[src/rtl/updown_counter_n.sv]
// updown_counter_n: parametrised up/down counter with wrap/saturate, load clamp, clear and boundary event
module updown_counter_n #(
    parameter int               WIDTH    = 4,
    parameter logic [WIDTH-1:0] MAX_VAL  = {WIDTH{1'b1}},
    parameter bit               SATURATE = 1'b0
) (
    input  logic             clk,
    input  logic             reset_n,
    input  logic             clear,
    input  logic             load,
    input  logic [WIDTH-1:0] load_val,
    input  logic             en,
    input  logic             up,
    input  logic [WIDTH-1:0] cmp_val,
    output logic [WIDTH-1:0] count,
    output logic             at_max,
    output logic             at_min,
    output logic             match,
    output logic             bnd_evt,
    output logic             bnd_dir
);
    logic [WIDTH-1:0] count_q, count_d;
    logic             bnd_evt_q, bnd_evt_d, bnd_dir_q, bnd_dir_d;
    logic             top, bot;

    assign top = count_q == MAX_VAL;
    assign bot = count_q == '0;

    always_comb begin
        count_d   = count_q;
        bnd_evt_d = 1'b0;
        bnd_dir_d = bnd_dir_q;
        if (clear) begin
            count_d = '0;
        end else if (load) begin
            count_d = load_val > MAX_VAL ? MAX_VAL : load_val;
        end else if (en && up) begin
            count_d   = top ? (SATURATE ? MAX_VAL : '0) : count_q + 1'b1;
            bnd_evt_d = top;
            bnd_dir_d = top ? 1'b1 : bnd_dir_q;
        end else if (en) begin
            count_d   = bot ? (SATURATE ? '0 : MAX_VAL) : count_q - 1'b1;
            bnd_evt_d = bot;
            bnd_dir_d = bot ? 1'b0 : bnd_dir_q;
        end
    end

    always_ff @(posedge clk) begin
        if (!reset_n) begin
            count_q   <= '0;
            bnd_evt_q <= 1'b0;
            bnd_dir_q <= 1'b0;
        end else begin
            count_q   <= count_d;
            bnd_evt_q <= bnd_evt_d;
            bnd_dir_q <= bnd_dir_d;
        end
    end

    assign count   = count_q;
    assign at_max  = top;
    assign at_min  = bot;
    assign match   = count_q == cmp_val;
    assign bnd_evt = bnd_evt_q;
    assign bnd_dir = bnd_dir_q;
endmodule

[config.mk]
export PLATFORM = sky130hd
export DESIGN_NAME = updown_counter_n
export DESIGN_NICKNAME = d
export VERILOG_FILES = /design/src/rtl/updown_counter_n.sv
export SDC_FILE = /design/constraint.sdc
export NUM_CORES = 1
export LEC_CHECK = 0
export ABC_AREA = 1
export CELL_PAD_IN_SITES_DETAIL_PLACEMENT = 1
export CELL_PAD_IN_SITES_GLOBAL_PLACEMENT = 1
export CORE_UTILIZATION = 29
export DETAILED_ROUTE_END_ITERATION = 10
export PLACE_DENSITY = 0.85
export SLEW_MARGIN = 20
export SYNTH_ARGS = -nofsm -noshare
export SYNTH_HDL_FRONTEND = slang
export SYNTH_SLANG_ARGS = --single-unit
export TNS_END_PERCENT = 5
[constraint.sdc]
create_clock -name clk -period 1.5 [get_ports clk]
set_input_delay 0.3 -clock clk [delete_from_list [all_inputs] [get_ports clk]]
set_output_delay 0.3 -clock clk [all_outputs]
set_load 0.02 [all_outputs]
== After elaboration in Yosys (flattened, before gate mapping) ==
Index checks and enable logic that the tools add are counted.

* Register bits after elaboration: 6
* Logic and storage cells: 32
* Bits of input ports: 14

* Order comparisons: 1
* Bitwise gates (word level): 3
* Reductions and logical operators: 8
* Add/sub/neg operators: 2
* Equality and inequality tests: 3
* Multiplexer cells: 12

{| class="wikitable"
|+ Operators with widths
! operator !! count
|-
| $mux 4 || 6
|-
| $mux 1 || 6
|-
| $reduce_and 5->1 || 1
|-
| $add 4x1->4 const B || 1
|-
| $eq 4x4->1 || 1
|-
| $eq 4x4->1 const B || 1
|-
| $gt 4x4->1 const B || 1
|-
| $logic_not 4->1 || 1
|-
| $reduce_bool 2->1 || 2
|-
| $sub 4x1->4 const B || 1
|-
| $not 1->1 || 3
|-
| $reduce_bool 3->1 || 1
|-
| $reduce_or 3->1 || 1
|-
| $ne 2x2->1 const B || 1
|-
| $reduce_or 2->1 || 1
|-
| $logic_and 1x1->1 || 1
|}

== Longest topological paths before layout ==
* Word-level depth: 5
* Gate-level depth with buffers: 8

== Worst setup path after synthesis ==
Ideal clock, no wire load.

* Path type: register -> register
* Start: reg count_q[1] (netlist: count[1])
* End: reg count_q[0] (netlist: count[0])
* Path buffers: 0
* Cell stages (with the launch flop): 7
* Slack: 0.020 ns
* Required time: 1.378 ns
* Arrival time: 1.357 ns
* Cells stage by stage: dfxtp_1 > ha_1 > nand2_2 > nor2_4 > nand2_1 > o211ai_1 > a21oi_1

* Elaborated cells on any way between the ends: 7
* Classes of those cells: 1 x eq/ne; 5 x mux; 1 x reduce/logical

{| class="wikitable"
|+ RTL lines
! item !! line !! RTL
|-
| start, declared || 22 || <nowiki>logic [WIDTH-1:0] count_q, count_d;</nowiki>
|-
| start signal, assigned || 54 || <nowiki>count_q <= count_d;</nowiki>
|-
| $eq 4x4->1 || 26 || <nowiki>assign top = count_q == MAX_VAL;</nowiki>
|-
| named net at_max || 16 || <nowiki>output logic at_max,</nowiki>
|-
| $mux 4 || 38 || <nowiki>count_d = top ? (SATURATE ? MAX_VAL : '0) : count_q + 1'b1;</nowiki>
|-
| $mux 4 || 37 || <nowiki>end else if (en && up) begin</nowiki>
|-
| $mux 4 || 35 || <nowiki>end else if (load) begin</nowiki>
|}

The timed path passes the listed nets, and every way through them passes these cells. The select of a mux whose other input is x is not followed.
A chain may end at the register's enable or synchronous reset.

== Final worst setup path ==
* Start: reg count_q[1] (netlist: count[1])
* End: out match

* Longest elaborated chain between the ends: 1

{| class="wikitable"
|+ Ends and longest elaborated chain
! item !! line !! RTL
|-
| $eq 4x4->1 || 63 || <nowiki>assign match = count_q == cmp_val;</nowiki>
|-
| end, declared || 18 || <nowiki>output logic match,</nowiki>
|}

Every way passes these cells.

==> results summary <==
The flow ran to the end, but the final reports show violations. The final reports fail on setup timing. The initial antenna violation count is 0. The clock-pin transition on the worst setup and hold timing paths came out at 0.04 ns. The number of port buffers came out at 22.

The clock buffer count from CTS is 3. The final-stage net count is 129. The final design utilization came out at 51.9%. By startpoint and endpoint, the worst setup path is classified as register to output pin. The most frequent standard cell in the layout excluding fill and tap cells is sky130_fd_sc_hd__nand2_1. The worst-case IR drop observed on VDD is 586 µV. The max capacitance violation total is 0. The vias per cell is 4.72. The clock net in this run drives a total of 6 sinks. The number of fill cells is 234.

The routed length per instance is 12.3 µm. The clock tree from TritonCTS is done. In this run the deepest clock path goes through 2 buffers.

STA classifies the critical path endpoint as an output pin. Summed over all layers, the global routing overflow is 0. The worst hold path belongs to the class register to register. The final wirelength is 1.68 mm. The endpoint required time on the critical path is 1.20 ns. Timing would allow up to 649 MHz. The multi-input logic area is 380 µm². The total number of placement rows is 15. The worst-margin pin slew came out at 0.270 ns. The pin count of the biggest net entering global routing is 9. Once the floorplan was initialized, standard cells occupied 31.9% of the core. The H-tree level count is 1. The insertion delay to the later sink of the worst-skew pair is 0.24 ns. The synthesized area divided by synthesized cell count is 7.57 µm². The post-route netlist has 37.8% of its cells at a drive strength greater than 1. The area of all sequential standard cells came out at 128 µm².

The I/O pin count is 23. For this design the static power due to leakage is 0.000447 µW. The number of setup violations in the final report came out at 1. The floorplan step set the die width to 46.3 µm.

The maximum fanout along the worst path is 8. The total iterations of the first detailed-routing run is 4. The final weighted congestion in routability-driven placement is 0.712. In this run, the number of DRC markers left after iteration 0 of detailed routing was 6. The kind of start point of the critical path is a register. The part of the cycle the worst path needs is 103%. The minimum clock period came out at 1.54 ns.

The power density over cell area came out at 556 nW/µm². After detailed placement, the design holds a cell count of 131. The post-cts hold buffer count is 0. Global routing used 18.0% of the available tracks across all layers. The top cell types in the final layout, fill and taps aside, are 18 x sky130_fd_sc_hd__nand2_1, 15 x sky130_fd_sc_hd__buf_4, 10 x sky130_fd_sc_hd__clkdlybuf4s50_1. The summed instance area of the synthesized netlist is 568 µm². The worst slew slack as a fraction of its limit is 82.0%. The count of pins over their slew limit is 0. In this run the clock root is driven by a sky130_fd_sc_hd__clkbuf_4.

Once routing completed, OpenROAD measured the worst setup slack at -0.0419 ns. The wire length of the first global-routing pass is 2.67 mm. For this run, design rule violations remaining after detail routing come to 0. The final antenna diode count is 0. The finished layout holds 136 standard cells, fillers aside. The floorplan die area is 2140 µm². The core outline area came out at 1780 µm².

Summing the sequential cell areas from Yosys gives 21.1% of the chip area. The die is 46.3 µm tall. The number of different library cells used by synthesis comes to 27. The number of flip-flops and latches in the synthesized netlist came out at 6.

The final count of hold timing violations is 0. The total non-filler cell area in the finished layout came out at 925 µm². The half-perimeter wire length of the detailed placement result came out at 1.34 mm. Once detail routing completed, the nets flagged for antenna violations numbered 0. In the synthesized netlist, the number of instances is 75.

The total placed instance area came out at 883 µm². The final route contains 642 vias. The worst hold slack after final layout came out at 0.477 ns.

The layout overhead on the synthesized area came out at 62.8%. The clock arrives with 0.000343 ns of skew. Setup repair after global routing could not meet its margin everywhere. The number of nets in the synthesized netlist is 91. The via count of the first global-routing pass is 645. The synthesis warning total is 0. The critical path arrival came out at 1.24 ns.
worst paths after layout:
kind	start	end	slack, ns	cells after the start
max	count[1]	match	-0.04	3
min	bnd_dir	bnd_dir	0.48	2
max reg2reg	count[1]	count[3]	0.15	9
min reg2reg	bnd_dir	bnd_dir	0.48	2
critical path, stage by stage, from the launching register on:
cell                       delay, ns
sky130_fd_sc_hd__dfxtp_4        0.37
sky130_fd_sc_hd__or2_1          0.22
sky130_fd_sc_hd__a221oi_2       0.24
sky130_fd_sc_hd__buf_4          0.18
power by group:
group	leakage, µW	internal (µW)	switching [µW]
clock	0.0000138	90.2	53.7
combinational	0.000383	101	98.6
sequential	0.0000503	164	6.86
Yosys cell counts (all sizes together):
cell type / number / area [µm²]
a21oi: 4 / 23.8
nand2: 22 / 92.6
nand3: 6 / 47.6
or2: 2 / 12.5
o211ai: 1 / 7.51
a21boi: 1 / 7.51
a221oi: 1 / 15.0
nand4: 2 / 12.5
clkinv: 1 / 8.76
a22oi: 3 / 22.5
buf: 2 / 18.8
a31oi: 1 / 6.26
dfxtp: 6 / 120
o21ai: 2 / 17.5
nor2: 5 / 48.8
a211oi: 1 / 12.5
xnor2: 3 / 26.3
ha: 2 / 25.0
inv: 10 / 42.5
state kept, by name, indices dropped and copies added (netlist names):
| signal | cells |
|---|---|
| bnd_dir | 1 |
| count | 4 |
| bnd_evt | 1 |
through the flow:
| step | setup TNS, ns | setup slack (ns) | total power (µW) |
|---|---|---|---|
| 6_report | -0.0419 | -0.0419 | 514 |
| 5_1_grt | -0.141 | -0.0993 | 549 |
| 4_1_cts | -0.154 | -0.154 | 522 |
| 3_5_place_dp | -1.60 | -0.649 | 379 |
| 3_3_place_gp | -1.27 | -0.608 | 372 |
| 2_1_floorplan | 0 | 0.0201 | 284 |
cell families (layout without fill, tap and decap cells):
group,count (synthesis),after routing,synth area share (%)
AOI/OAI and AO/OA,14,14,19.8
xor gates and xnor gates,3,3,4.63
adders and majority gates,2,2,4.40
buffers and inverters,13,49,12.3
DFF,6,6,21.1
and+or+nand+nor,37,37,37.7
final cells by class:
| type | count | area share, % |
|---|---|---|
| Timing Repair Buffer | 35 | 33.7 |
| Sequential cell | 6 | 13.8 |
| Inverter | 11 | 5.55 |
| Clock buffer | 3 | 2.44 |
| Multi-Input combinational cell | 56 | 41.1 |
| Tap cell | 25 | 3.38 |
routing by layer:
layer,track usage (%),share of wire (%),vias up
li1,-,-,318
met1,19.0,37,304
met2,34.1,57,20
met3,6.27,6.0,0
met4,3.53,0,0
met5,0,0,-
what timing repair did:
action,4_1_cts,5_1_grt
endpoints found under the setup margin,11,4
pin swaps,2,5
buffers inserted,1,1
gates resized for setup,23,5
Power figures use the tool's default switching activity.
